--- src/rtl/regfile_writeback_if.sv ---
// Write-back bus bundle: ALU result, load handshake, register-file write port.
// WB_STATS_EN adds the conflict_count statistic to the bundle.
interface regfile_writeback_if #(
  parameter int DATA_WIDTH = 32,
  parameter int ADDR_WIDTH = 5,
  parameter int LD_DEPTH   = 4
);
  localparam int CW   = $clog2(LD_DEPTH) + 1;
  localparam int NREG = 1 << ADDR_WIDTH;

  logic                  alu_valid;
  logic [ADDR_WIDTH-1:0] alu_addr;
  logic [DATA_WIDTH-1:0] alu_data;
  logic                  ld_valid;
  logic                  ld_ready;
  logic [ADDR_WIDTH-1:0] ld_addr;
  logic [DATA_WIDTH-1:0] ld_data;
  logic                  write_enable;
  logic [ADDR_WIDTH-1:0] write_addr;
  logic [DATA_WIDTH-1:0] write_data;
  logic [NREG-1:0]       pending_mask;
  logic [CW-1:0]         ld_count;
`ifdef WB_STATS_EN
  logic [15:0]           conflict_count;

  modport master (
    output alu_valid, alu_addr, alu_data,
    output ld_valid, ld_addr, ld_data,
    input  ld_ready,
    input  write_enable, write_addr, write_data,
    input  pending_mask, ld_count, conflict_count
  );

  modport slave (
    input  alu_valid, alu_addr, alu_data,
    input  ld_valid, ld_addr, ld_data,
    output ld_ready,
    output write_enable, write_addr, write_data,
    output pending_mask, ld_count, conflict_count
  );
`else
  modport master (
    output alu_valid, alu_addr, alu_data,
    output ld_valid, ld_addr, ld_data,
    input  ld_ready,
    input  write_enable, write_addr, write_data,
    input  pending_mask, ld_count
  );

  modport slave (
    input  alu_valid, alu_addr, alu_data,
    input  ld_valid, ld_addr, ld_data,
    output ld_ready,
    output write_enable, write_addr, write_data,
    output pending_mask, ld_count
  );
`endif
endinterface

--- src/rtl/regfile_writeback.sv ---
// Write-back arbiter: ALU results beat queued loads onto the single RF write
// port. Optional WB_STATS_EN macro adds a saturating ALU/load conflict counter.
module regfile_writeback #(
  parameter int DATA_WIDTH = 32,
  parameter int ADDR_WIDTH = 5,
  parameter int LD_DEPTH   = 4
) (
  input  logic             clk,
  input  logic             reset_n,
  regfile_writeback_if.slave bus
);
  localparam int PW   = $clog2(LD_DEPTH);
  localparam int CW   = PW + 1;
  localparam int NREG = 1 << ADDR_WIDTH;

  typedef logic [ADDR_WIDTH-1:0] addr_t;
  typedef logic [DATA_WIDTH-1:0] data_t;

  addr_t               ent_addr_q [LD_DEPTH];
  addr_t               ent_addr_d [LD_DEPTH];
  data_t               ent_data_q [LD_DEPTH];
  data_t               ent_data_d [LD_DEPTH];
  logic [LD_DEPTH-1:0] live_q, live_d;
  logic [PW-1:0]       rd_ptr_q, rd_ptr_d;
  logic [PW-1:0]       wr_ptr_q, wr_ptr_d;
  logic [CW-1:0]       count_q, count_d;
  logic [NREG-1:0]     pend_q, pend_d;
  logic                we_q, we_d;
  addr_t               waddr_q, waddr_d;
  data_t               wdata_q, wdata_d;

  logic full;
  logic push;
  logic pop;
  logic alu_issue;
  logic head_valid;
  logic head_live;
  logic ld_issue;

  // Arbitration: ALU first; a killed head drains whenever it reaches the head
  always_comb begin
    full       = (count_q == CW'(LD_DEPTH));
    push       = bus.ld_valid && !full;
    alu_issue  = bus.alu_valid && (bus.alu_addr != '0);
    head_valid = (count_q != '0);
    head_live  = head_valid && live_q[rd_ptr_q];
    ld_issue   = head_live && !alu_issue;
    pop        = head_valid && (!head_live || !alu_issue);
  end

  // FIFO next state: kill entries shadowed by the younger ALU write
  always_comb begin
    ent_addr_d = ent_addr_q;
    ent_data_d = ent_data_q;
    live_d     = live_q;
    for (int i = 0; i < LD_DEPTH; i++) begin
      if (alu_issue && ent_addr_q[i] == bus.alu_addr) begin
        live_d[i] = 1'b0;
      end
    end
    if (pop) begin
      live_d[rd_ptr_q] = 1'b0;
    end
    if (push) begin
      ent_addr_d[wr_ptr_q] = bus.ld_addr;
      ent_data_d[wr_ptr_q] = bus.ld_data;
      live_d[wr_ptr_q]     = (bus.ld_addr != '0) &&
                             !(alu_issue && bus.ld_addr == bus.alu_addr);
    end
    rd_ptr_d = rd_ptr_q + PW'(pop);
    wr_ptr_d = wr_ptr_q + PW'(push);
    count_d  = count_q + CW'(push) - CW'(pop);
  end

  // Pending mask tracks the live entries of the next FIFO state
  always_comb begin
    pend_d = '0;
    for (int i = 0; i < LD_DEPTH; i++) begin
      if (live_d[i]) begin
        pend_d[ent_addr_d[i]] = 1'b1;
      end
    end
    pend_d[0] = 1'b0;
  end

  // Write port next state; address and data hold when idle
  always_comb begin
    we_d    = alu_issue || ld_issue;
    waddr_d = waddr_q;
    wdata_d = wdata_q;
    unique case (1'b1)
      alu_issue: begin
        waddr_d = bus.alu_addr;
        wdata_d = bus.alu_data;
      end
      ld_issue: begin
        waddr_d = ent_addr_q[rd_ptr_q];
        wdata_d = ent_data_q[rd_ptr_q];
      end
      default: ;
    endcase
  end

  // Control state, cleared by reset
  always_ff @(posedge clk or negedge reset_n) begin
    if (!reset_n) begin
      live_q   <= '0;
      rd_ptr_q <= '0;
      wr_ptr_q <= '0;
      count_q  <= '0;
      pend_q   <= '0;
      we_q     <= 1'b0;
      waddr_q  <= '0;
      wdata_q  <= '0;
    end else begin
      live_q   <= live_d;
      rd_ptr_q <= rd_ptr_d;
      wr_ptr_q <= wr_ptr_d;
      count_q  <= count_d;
      pend_q   <= pend_d;
      we_q     <= we_d;
      waddr_q  <= waddr_d;
      wdata_q  <= wdata_d;
    end
  end

  // Entry payload storage; validity lives in live_q/count_q
  always_ff @(posedge clk) begin
    ent_addr_q <= ent_addr_d;
    ent_data_q <= ent_data_d;
  end

  assign bus.ld_ready     = !full;
  assign bus.ld_count     = count_q;
  assign bus.pending_mask = pend_q;
  assign bus.write_enable = we_q;
  assign bus.write_addr   = waddr_q;
  assign bus.write_data   = wdata_q;

`ifdef WB_STATS_EN
  logic [15:0] conflict_q, conflict_d;

  // Count cycles where a live load was ready but the ALU took the port
  always_comb begin
    conflict_d = conflict_q;
    if (head_live && alu_issue && conflict_q != 16'hFFFF) begin
      conflict_d = conflict_q + 16'd1;
    end
  end

  // Statistic register
  always_ff @(posedge clk or negedge reset_n) begin
    if (!reset_n) begin
      conflict_q <= '0;
    end else begin
      conflict_q <= conflict_d;
    end
  end

  assign bus.conflict_count = conflict_q;
`endif
endmodule

--- src/flat_wrapper.sv ---
// flat-port wrapper written by rule: the top's interface ports become plain ports
module regfile_writeback_flat 
#(
  parameter int DATA_WIDTH = 32,
  parameter int ADDR_WIDTH = 5,
  parameter int LD_DEPTH   = 4
)
  (clk, reset_n, bus_alu_valid, bus_alu_addr, bus_alu_data, bus_ld_valid, bus_ld_addr, bus_ld_data, bus_ld_ready, bus_write_enable, bus_write_addr, bus_write_data, bus_pending_mask, bus_ld_count);
  regfile_writeback_if #(.DATA_WIDTH(DATA_WIDTH), .ADDR_WIDTH(ADDR_WIDTH), .LD_DEPTH(LD_DEPTH)) bus_i ();
  input  logic clk;
  input  logic reset_n;
  input wire logic [$bits(bus_i.alu_valid)-1:0] bus_alu_valid;
  input wire logic [$bits(bus_i.alu_addr)-1:0] bus_alu_addr;
  input wire logic [$bits(bus_i.alu_data)-1:0] bus_alu_data;
  input wire logic [$bits(bus_i.ld_valid)-1:0] bus_ld_valid;
  input wire logic [$bits(bus_i.ld_addr)-1:0] bus_ld_addr;
  input wire logic [$bits(bus_i.ld_data)-1:0] bus_ld_data;
  output wire logic [$bits(bus_i.ld_ready)-1:0] bus_ld_ready;
  output wire logic [$bits(bus_i.write_enable)-1:0] bus_write_enable;
  output wire logic [$bits(bus_i.write_addr)-1:0] bus_write_addr;
  output wire logic [$bits(bus_i.write_data)-1:0] bus_write_data;
  output wire logic [$bits(bus_i.pending_mask)-1:0] bus_pending_mask;
  output wire logic [$bits(bus_i.ld_count)-1:0] bus_ld_count;
  assign bus_i.alu_valid = bus_alu_valid;
  assign bus_i.alu_addr = bus_alu_addr;
  assign bus_i.alu_data = bus_alu_data;
  assign bus_i.ld_valid = bus_ld_valid;
  assign bus_i.ld_addr = bus_ld_addr;
  assign bus_i.ld_data = bus_ld_data;
  assign bus_ld_ready = bus_i.ld_ready;
  assign bus_write_enable = bus_i.write_enable;
  assign bus_write_addr = bus_i.write_addr;
  assign bus_write_data = bus_i.write_data;
  assign bus_pending_mask = bus_i.pending_mask;
  assign bus_ld_count = bus_i.ld_count;
  regfile_writeback #(.DATA_WIDTH(DATA_WIDTH), .ADDR_WIDTH(ADDR_WIDTH), .LD_DEPTH(LD_DEPTH)) u_core (.clk(clk), .reset_n(reset_n), .bus(bus_i));
endmodule
--- config.mk ---
export PLATFORM = sky130hd
export DESIGN_NAME = regfile_writeback_flat
export DESIGN_NICKNAME = d
export VERILOG_FILES = /design/src/rtl/regfile_writeback_if.sv /design/src/rtl/regfile_writeback.sv /design/src/flat_wrapper.sv
export SDC_FILE = /design/constraint.sdc
export NUM_CORES = 1
export LEC_CHECK = 0
export ABC_AREA = 1
export BUFFER_PORTS_ARGS = -buffer_cell sky130_fd_sc_hd__buf_2
export CORE_ASPECT_RATIO = 0.8
export CORE_MARGIN = 2
export CORE_UTILIZATION = 52
export DETAILED_ROUTE_END_ITERATION = 10
export GPL_ROUTABILITY_DRIVEN = 1
export GPL_TIMING_DRIVEN = 0
export PLACE_DENSITY = 0.78
export REMOVE_ABC_BUFFERS = 1
export SLEW_MARGIN = 15
export SYNTH_ARGS = -nofsm -noshare
export SYNTH_HDL_FRONTEND = slang
export SYNTH_SLANG_ARGS = --single-unit
--- constraint.sdc ---
create_clock -name clk -period 2.1 [get_ports clk]
set_input_delay 0.525 -clock clk [delete_from_list [all_inputs] [get_ports clk]]
set_output_delay 0.525 -clock clk [all_outputs]
set_load 0.05 [all_outputs]
==> run_results.csv, run 1 <==
group,metric,value,unit
run_status,status,"finished with violations",
run_status,violations,"negative setup slack",
logic_synthesis,synth-compound-area-share,7.11,%
logic_synthesis,async_reset_ff_share,35.1,%
worst_hold_path,hp-class,"in2reg",
layout,syn_to_final_growth,24.7,%
place,numPortBuffers,150,
logic_synthesis,yosys_most_used_dff,"edfxtp_1",
worst_setup_path,arrival,2.57,ns
routing,vias,9780,
clock_tree,cts-root-buf,"clkbuf_16",
logic_synthesis,synth.distinct_cells,39,
timing,max_freq,0.456,GHz
die,rows,47,
place,place_ws,-1.47,ns
timing,slew_headroom,65.1,%
timing,hold_viol,0,
worst_setup_path,cp-startpoint,"u_core.rd_ptr_q[0]",
worst_setup_path,max_stage_delay,0.46,ns
worst_setup_path,crit_chain,"inv_4 -> nand2_2 -> nand2_1 -> nand2_2 -> nand2_4 -> buf_4 -> buf_4 -> nand2_1 -> nand3_1 -> nand3_4 -> nand2_8 -> nand2_1 -> nand2_1 -> inv_1 -> nand2_1",
routing,dr.pass1.iters,6,
timing,tightest_slew,0.522,ns
logic_synthesis,synth_edf_count,128,
timing,fin_crit,2.19,ns
worst_setup_path,endpoint_kind,"register",
global_route,gr-total-overflow,0,
worst_setup_path,endpoint,"u_core.bus.pending_mask[9]",
global_route,grt_pass1_vias,8733,
place,dp_hpwl,18900,um
logic_synthesis,yosys-top-cells-area,"edfxtp_1, dfrtp_1, nand2_1",
logic_synthesis,syn_inst,1230,
logic_synthesis,yosys-top-cells-count,"nand2_1, nor2_1, edfxtp_1",
pwr,p_total,22.8,mW
global_route,track_usage,26.3,%
clock_tree,clk_latency,0.52,ns
clock_tree,cts_inserted_buffers,24,
timing,setup_violations,32,
global_route,grt_pass1_wl,46500,um
worst_setup_path,cp.depth,15,
worst_setup_path,crit_top_cell,"nand2_1",
die,dieHeight,135,um
logic_synthesis,netlist_area,11200,um^2
global_route,antenna_found_initial,1,
logic_synthesis,muxShareOfSynthArea,0,%
logic_synthesis,synth_top_area_share,34.4,%
worst_setup_path,start_kind,"register",
worst_hold_path,holdPathStages,1,
routing,drtIter0Drc,1388,
pwr,ir_worst_vdd,1.01,mV
worst_setup_path,path_buf_inv,4,
timing,rsz0062_at_grt,"yes",
worst_setup_path,r2r_cells,15,
timing,final.setup.worst_slack,-0.0913,ns
worst_setup_path,r2r-start,"u_core.rd_ptr_q[0]",
die,die_w,168,um
timing,finalCritPeriodShare,104,%
worst_setup_path,crit_family,"simple AND/OR/NAND/NOR gates",
layout,fin_nets,1494,
die,dieArea,22700,um^2
logic_synthesis,synth_top_family_by_area,"simple AND/OR/NAND/NOR gates",
worst_setup_path,crit_path_max_fanout,8,
timing,drv_slew,0,
layout,drive_above_1_share,27.2,%
timing,finClkSkew,0.0105,ns
die,floorplan.initialDensity,53.5,%
routing,viasPerCell,5.76,
pwr,power_density,1630,nW/um^2
logic_synthesis,yosys.area.top_type,"edfxtp_1",
logic_synthesis,yosys.area_share.adder,0.627,%
clock_tree,clockBufferDepth,3,
routing,routed_wl,33300,um
logic_synthesis,synth.most_common_cell,"nand2_1",
worst_setup_path,cp.required,2.48,ns
routing,drcViolationCount,0,
logic_synthesis,avgSynthCellArea,9.08,um^2
worst_setup_path,critPathKind,"reg2reg",
pwr,p_leak,6.20,nW
logic_synthesis,ys_seq_elements,228,
worst_setup_path,reg2reg_to,"u_core.bus.pending_mask[9]",
logic_synthesis,yosys.area_share.simple,27.8,%
routing,ant_nets,0,
logic_synthesis,ys_warn_count,0,
clock_tree,cts_htree_levels,1,
timing,hold_ws,0.219,ns
layout,fin_util,66.8,%
routing,wl_per_cell,19.6,um
place,place.gp.congestion,0.956,
clock_tree,cts_sinks,228,
worst_setup_path,slowest_stage,"dfrtp_2",
clock_tree,cts_tree,"built",
die,core,20900,um^2
logic_synthesis,yosysSeqAreaShare,55.9,%
logic_synthesis,synthXorXnorAreaFrac,2.12,%
clock_tree,clk_pin_slew_worst_paths,0.07,ns
worst_setup_path,reg2reg_slack,-0.09,ns
global_route,grt_max_degree,57,
die,io_pins,152,
run,cap_violations,0,
metal layers:
metal / share of wire (%) / track usage (%) / vias to the layer above
li1: - / - / 4400
met1: 38 / 35.5 / 4501
met2: 46 / 42.3 / 705
met3: 11 / 4.66 / 174
met4: 5.4 / 11.2 / 0
met5: 0 / 0 / -
layout make-up:
type | instances | area [um^2]
antenna | 1 | 2.50
clock buffer | 34 | 679
clock inverter | 10 | 114
fill | 1555 | 6940
inverter | 114 | 503
multi-input combinational | 846 | 4690
sequential | 228 | 6250
tap | 269 | 337
timing repair buffer | 197 | 1370
registers in the layout, summed over array words and instances (netlist names):
name	cells
u_core.ent_data_q	128
u_core.bus.write_data	32
u_core.bus.pending_mask	31
u_core.ent_addr_q	20
u_core.bus.write_addr	5
u_core.live_q	4
u_core.bus.ld_count	3
u_core.rd_ptr_q	2
u_core.wr_ptr_q	2
u_core.bus.write_enable	1
kinds of logic (layout without fill, tap and decap cells):
logic type                 Yosys count  in the layout
and+or+nand+nor                    707            716
other                                1              2
xor gates and xnor gates            27             27
DFF                                228            228
AOI/OAI and AO/OA                   97             97
buffers and inverters              165            355
adders and majority gates            5              5
where the power goes:
part	internal [mW]	switching, mW
Sequential	6.07	0.676
Clock	2.51	1.74
Combinational	3.31	8.47
Total	11.9	10.9
worst min-delay path by stage:
stage,startpoint,end
2_1_floorplan,reset_n,u_core.bus.ld_count[0]
3_3_place_gp,u_core.bus.write_data[19],u_core.bus.write_data[19]
3_5_place_dp,reset_n,u_core.bus.pending_mask[14]
4_1_cts,bus_ld_data[0],u_core.ent_data_q[64]
5_1_grt,bus_ld_data[21],u_core.ent_data_q[85]
6_report,bus_ld_data[31],u_core.ent_data_q[63]
placed cells by master (no fill, tap or decap), types with 15 or more instances in the layout:
cell type,netlist,routed
clkbuf_16,0,25
nor2_1,137,135
inv_2,12,16
buf_2,16,149
nand2_2,14,30
inv_1,100,90
nand3_1,107,96
nand3_2,25,30
o21ai_2,17,15
dfxtp_1,20,20
xor2_1,15,15
a22oi_1,38,38
buf_4,10,30
dfrtp_1,80,76
edfxtp_1,128,128
nand2_1,405,379
per-stage QoR:
stage / cell area (um^2) / TNS [ns] / instances
6_report: 13900 / -1.13 / 1699
5_1_grt: 13900 / -3.62 / 1699
4_1_cts: 13300 / -0.0327 / 1670
3_5_place_dp: 12200 / -74.37 / 1607
3_3_place_gp: 12000 / -271.80 / 1598
2_1_floorplan: 10900 / -105.86 / 1179
worst register-to-register path: cells and delay by family, from the launching register on:
family | cells | cell delay (ns)
and+or+nand+nor | 11 | 1.21
DFF | 1 | 0.46
buffers and inverters | 4 | 0.40
what timing repair did:
item / 4_1_cts / 5_1_grt
setup buffers: 16 / 21
gates resized for setup: 47 / 66
cloned: 2 / 7
hold endpoints to repair: 24 / 0
setup endpoints to repair: 76 / 57
hold buffers: 1 / 0
pin swaps: 10 / 18
(Power assumes the default switching activity.)
==> inputs of run 2 (changes only) <==
--- a/config.mk
+++ b/config.mk
@@ -15,6 +15,7 @@
 export GPL_TIMING_DRIVEN = 0
 export PLACE_DENSITY = 0.78
 export REMOVE_ABC_BUFFERS = 1
+export SETUP_SLACK_MARGIN = 0.2
 export SLEW_MARGIN = 15
 export SYNTH_ARGS = -nofsm -noshare
 export SYNTH_HDL_FRONTEND = slang
==> run_results.csv, run 2 (synthesized netlist as in run 1, its figures left out) <==
group,metric,value,unit
global_route,gr-total-overflow,0,
clock_tree,clk_latency,0.52,ns
global_route,grt_pass1_vias,8760,
worst_setup_path,start_kind,"input port",
layout,fill_cells,1501,
timing,hold_viol,0,
routing,viasPerCell,5.86,
pwr,pwr-share-clk,18.3,%
worst_setup_path,cp.required,2.48,ns
global_route,grt_max_degree,57,
worst_setup_path,reg2reg_slack,-0.11,ns
pwr,seqPwrFrac,29.1,%
layout,seq_area,6250,um^2
place,dp.cells,1607,
pwr,power.switching,11.2,mW
pwr,combPwrFrac,52.6,%
layout,largest_reg_flops,128,
clock_tree,cts_htree_levels,1,
clock_tree,cts_tree,"built",
timing,setup_violations,35,
clock_tree,cts_inserted_buffers,24,
worst_setup_path,critPathKind,"in2reg",
worst_setup_path,crit_chain,"buf_2 -> nor2_1 -> nand3_1 -> nand2_4 -> inv_8 -> nand3_1 -> nand3_4 -> nand2_8 -> nand2_1 -> nand2_1 -> inv_1 -> nand2_1",
run,cap_violations,0,
worst_setup_path,reg2reg_to,"u_core.bus.pending_mask[9]",
routing,wl_per_cell,20.1,um
timing,rsz0062_at_grt,"yes",
pwr,netSwitchingFraction,48.2,%
worst_hold_path,holdPathEnd,"u_core.ent_data_q[67]",
layout,drive_above_1_share,28.0,%
global_route,track_usage,26.2,%
die,rows,47,
routing,routed_wl,34200,um
pwr,ir_worst_vdd,1.02,mV
routing,vias,9950,
run_status,violations,"negative setup slack",
layout,largest_register,"u_core.ent_data_q",
routing,ant_nets,0,
worst_hold_path,min_from,"bus_ld_data[3]",
clock_tree,clockBufferDepth,3,
layout,fin_util,67.7,%
layout,final_common_cell,"nand2_1",
worst_setup_path,crit_top_cell,"nand2_1",
place,numPortBuffers,150,
routing,drtIter0Drc,1490,
layout,multi_input_area,4840,um^2
pwr,power_density,1640,nW/um^2
timing,setup_tns,-4.10,ns
layout,fin_nets,1492,
worst_setup_path,r2r_cells,12,
worst_setup_path,r2r-start,"u_core.wr_ptr_q[0]",
place,dp_hpwl,18900,um
pwr,intPower,12.0,mW
timing,max_freq,0.427,GHz
routing,drcViolationCount,0,
worst_setup_path,endpoint_kind,"register",
worst_setup_path,path_buf_inv,3,
timing,slew_headroom,62.4,%
pwr,p_total,23.2,mW
worst_setup_path,slowest_stage,"nand3_1",
worst_setup_path,crit_family,"simple AND/OR/NAND/NOR gates",
layout,syn_to_final_growth,26.4,%
layout,layout_common_cells,"nand2_1, buf_2, nor2_1",
die,dieArea,22700,um^2
global_route,grt_pass1_wl,46400,um
worst_setup_path,max_stage_delay,0.47,ns
pwr,p_leak,6.24,nW
die,io_pins,152,
die,floorplan.initialDensity,53.5,%
clock_tree,clk_pin_slew_worst_paths,0.06,ns
timing,finClkSkew,0.0105,ns
clock_tree,cts_sinks,228,
worst_setup_path,crit_path_max_fanout,35,
place,place.gp.congestion,0.956,
timing,tightest_slew,0.562,ns
timing,final.setup.worst_slack,-0.241,ns
die,core,20900,um^2
global_route,antenna_found_initial,3,
worst_hold_path,holdPathStages,1,
run_status,status,"finished with violations",
die,die_w,168,um
timing,drv_slew,0,
layout,stdcell_count,1699,
timing,fin_crit,2.34,ns
worst_setup_path,arrival,2.72,ns
clock_tree,cts-root-buf,"clkbuf_16",
timing,finalCritPeriodShare,111,%
die,dieHeight,135,um
worst_hold_path,hp-class,"in2reg",
routing,dr.pass1.iters,8,
==> run 2: area by class of cell <==
| cell class | instances | area share [%] |
|---|---|---|
| clock buffer | 34 | 4.81 |
| clock inverter | 10 | 0.806 |
| timing repair buffer | 194 | 9.73 |
| multi-input combinational | 847 | 34.3 |
| antenna | 3 | 0.0531 |
| sequential | 228 | 44.3 |
| inverter | 114 | 3.69 |
| tap | 269 | 2.38 |
==> run 2: repair_timing <==
action / CTS / global route
hold buffers: 1 / 0
setup endpoints to repair: 142 / 75
gates resized for setup: 71 / 74
cloned: 2 / 8
buffers inserted: 17 / 17
hold endpoints to repair: 24 / 0
pin swaps: 11 / 13
==> run 2: routing by layer <==
layer  global-route usage (%)  vias up  part of all wire (%)
li1                         -     4395                     -
met1                     35.2     4574                    37
met2                     42.4      780                    45
met3                     4.40      201                    11
met4                     12.0        0                   6.3
met5                        0        -                     0
==> run 2: how the worst max path moves through the flow <==
stage                                  start                         end  slack [ns]  cells past startpoint
after detailed placement     bus_alu_addr[1]  u_core.bus.pending_mask[1]       -1.47                     13
after global placement       bus_alu_addr[2]  u_core.bus.pending_mask[3]       -2.74                     12
after global routing         bus_alu_addr[4]  u_core.bus.pending_mask[9]       -0.26                     12
after CTS                 u_core.rd_ptr_q[0]      u_core.bus.ld_count[2]       -0.01                     12
final                        bus_alu_addr[2]  u_core.bus.pending_mask[9]       -0.24                     12
after floorplan              bus_alu_addr[3]      u_core.bus.ld_count[2]       -1.27                     11
==> run 2: metrics by stage <==
| stage | instance area (um^2) | hold slack, ns | setup slack (ns) |
|---|---|---|---|
| 2_1_floorplan | 10900 | 0.229 | -1.27 |
| 3_3_place_gp | 12000 | 0.484 | -2.74 |
| 3_5_place_dp | 12200 | 0.470 | -1.47 |
| 4_1_cts | 13400 | 0.203 | -0.0139 |
| 5_1_grt | 14100 | 0.212 | -0.263 |
| 6_report | 14100 | 0.219 | -0.241 |
==> run 2: power by group through the flow <==
stage | clock network, mW | registers [mW] | logic (mW)
after floorplan | 0 | 8.44 | 4.88
after global placement | 0 | 6.72 | 8.98
after detailed placement | 0 | 6.76 | 9.55
after CTS | 4.28 | 6.71 | 10.3
after global routing | 4.48 | 6.86 | 12.7
final | 4.24 | 6.75 | 12.2
==> inputs of run 3 (changes only) <==
--- a/config.mk
+++ b/config.mk
@@ -6,13 +6,13 @@
 export NUM_CORES = 1
 export LEC_CHECK = 0
 export ABC_AREA = 1
-export BUFFER_PORTS_ARGS = -buffer_cell sky130_fd_sc_hd__buf_2
+export BUFFER_PORTS_ARGS = -buffer_cell sky130_fd_sc_hd__clkbuf_2
 export CORE_ASPECT_RATIO = 0.8
 export CORE_MARGIN = 2
 export CORE_UTILIZATION = 52
 export DETAILED_ROUTE_END_ITERATION = 10
 export GPL_ROUTABILITY_DRIVEN = 1
-export GPL_TIMING_DRIVEN = 0
+export GPL_TIMING_DRIVEN = 1
 export PLACE_DENSITY = 0.78
 export REMOVE_ABC_BUFFERS = 1
 export SETUP_SLACK_MARGIN = 0.2
==> constraint.sdc (replaced) <==
create_clock -name clk -period 2.1 [get_ports clk]
set_input_delay 0.42 -clock clk [delete_from_list [all_inputs] [get_ports clk]]
set_output_delay 0.42 -clock clk [all_outputs]
set_load 0.05 [all_outputs]
==> run_results.csv, run 3 (synthesized netlist as in run 1, its figures left out) <==
group,metric,value,unit
layout,diodes,0,
routing,viasPerCell,5.69,
worst_hold_path,hp-class,"in2reg",
run_status,violations,"negative setup slack",
layout,layout_common_cells,"nand2_1, clkbuf_2, edfxtp_1",
pwr,ir_worst_vdd,1.03,mV
die,floorplan.initialDensity,53.5,%
routing,dr.pass1.iters,8,
routing,drcViolationCount,0,
clock_tree,clockBufferDepth,3,
layout,fill_cells,1481,
clock_tree,clk_pin_slew_worst_paths,0.06,ns
timing,drv_slew,0,
routing,routed_wl,33400,um
routing,ant_nets,0,
die,dieArea,22700,um^2
global_route,gr-total-overflow,0,
global_route,antenna_found_initial,0,
layout,seq_area,6250,um^2
layout,drive_above_1_share,30.4,%
timing,max_freq,0.475,GHz
timing,hold_viol,0,
layout,multi_input_area,4840,um^2
layout,largest_reg_flops,128,
timing,finClkSkew,0.0168,ns
place,numPortBuffers,150,
worst_setup_path,critPathKind,"reg2reg",
timing,slew_headroom,58.9,%
global_route,grt_pass1_vias,9154,
worst_setup_path,slowest_stage,"dfrtp_1",
die,die_w,168,um
timing,setup_violations,3,
layout,syn_to_final_growth,29.4,%
run_status,status,"finished with violations",
die,core,20900,um^2
routing,vias,9875,
layout,final_common_cell,"nand2_1",
timing,finalCritPeriodShare,100,%
timing,fin_crit,2.11,ns
timing,rsz0062_at_grt,"yes",
die,rows,47,
pwr,p_leak,6.40,nW
place,place.gp.congestion,0.963,
worst_setup_path,arrival,2.55,ns
worst_setup_path,cp.required,2.54,ns
die,io_pins,152,
clock_tree,cts_inserted_buffers,23,
clock_tree,clk_latency,0.52,ns
timing,final.setup.worst_slack,-0.00714,ns
global_route,grt_pass1_wl,47800,um
pwr,power_density,1650,nW/um^2
worst_setup_path,crit_path_max_fanout,6,
timing,tightest_slew,0.617,ns
place,dp_hpwl,19700,um
worst_setup_path,max_stage_delay,0.42,ns
layout,largest_register,"u_core.ent_data_q",
clock_tree,cts_sinks,228,
layout,fin_nets,1535,
worst_setup_path,reg2reg_slack,-0.007,ns
die,dieHeight,135,um
layout,fin_util,69.3,%
worst_setup_path,crit_top_cell,"nand2_1",
routing,drtIter0Drc,1196,
run,cap_violations,0,
global_route,grt_max_degree,49,
worst_setup_path,crit_chain,"nand3_4 -> buf_12 -> buf_6 -> nand3b_4 -> o21ai_4 -> buf_6 -> nand3_4 -> nor2_2 -> nand2_1 -> nand2_1 -> inv_1 -> nand2_1",
clock_tree,cts_tree,"built",
timing,setup_tns,-0.0156,ns
routing,wl_per_cell,19.2,um
clock_tree,cts-root-buf,"clkbuf_16",
global_route,track_usage,26.9,%
worst_setup_path,endpoint_kind,"register",
worst_setup_path,start_kind,"register",
clock_tree,cts_htree_levels,1,
## run 3: per-stage QoR
stage          power (mW)  hold WS, ns  setup WS, ns  cell area, um^2  instances
6_report             23.9        0.119      -0.00714            14500       1737
5_1_grt              24.9        0.130       -0.0871            14500       1737
4_1_cts              21.8        0.116         0.139            13700       1713
3_5_place_dp         17.0        0.426        -0.202            12600       1653
3_3_place_gp         16.8        0.420        -0.171            12600       1653
2_1_floorplan        13.3        0.124         -1.16            10900       1179
## run 3: where the power goes
part | internal, mW | leakage [nW] | switching, mW | total (mW)
clock network | 2.53 | 0.377 | 1.70 | 4.24
logic | 4.16 | 3.66 | 8.79 | 13.0
registers | 6.06 | 2.37 | 0.671 | 6.73
## run 3: path summary, 6_finish.rpt
| check | start | endpoint | cells past startpoint |
|---|---|---|---|
| worst min register to register | u_core.bus.write_data[6] | u_core.bus.write_data[6] | 2 |
| max in group asynchronous | reset_n | u_core.bus.write_data[20] | 3 |
| worst min-delay path | bus_ld_data[2] | u_core.ent_data_q[34] | 1 |
| worst max register to register | u_core.bus.ld_count[2] | u_core.bus.pending_mask[5] | 12 |
| min in group asynchronous | reset_n | u_core.bus.pending_mask[14] | 2 |
| worst max-delay path | u_core.bus.ld_count[2] | u_core.bus.pending_mask[5] | 12 |
## run 3: metal layers
layer	vias up	GRT usage, %	wire, um	part of all wire (%)
li1	4468	-	-	-
met1	4608	36.3	12900	39
met2	626	44.0	15500	46
met3	173	5.60	3510	11
met4	0	8.94	1540	4.6
met5	-	0.652	0	0
## run 3: critical path: cells and delay by family (launching register included)
| kind | cells | cell delay, ns |
|---|---|---|
| and+or+nand+nor | 7 | 0.79 |
| buffers and inverters | 4 | 0.45 |
| DFF | 1 | 0.42 |
| AOI/OAI and AO/OA | 1 | 0.37 |
## run 3: cell type report
cell class	instances	area share, %
Inverter	114	2.98
Sequential cell	228	43.2
Clock inverter	9	0.917
Clock buffer	32	4.49
Timing Repair Buffer	242	12.7
Multi-Input combinational cell	843	33.4
Tap cell	269	2.33
## run 3: timing repair
action | in CTS | in global routing
gates resized for setup | 34 | 118
pin swaps | 8 | 56
setup buffers | 14 | 18
hold buffers | 1 | 0
hold endpoints to repair | 36 | 0
cloned | 4 | 6
setup endpoints to repair | 34 | 46
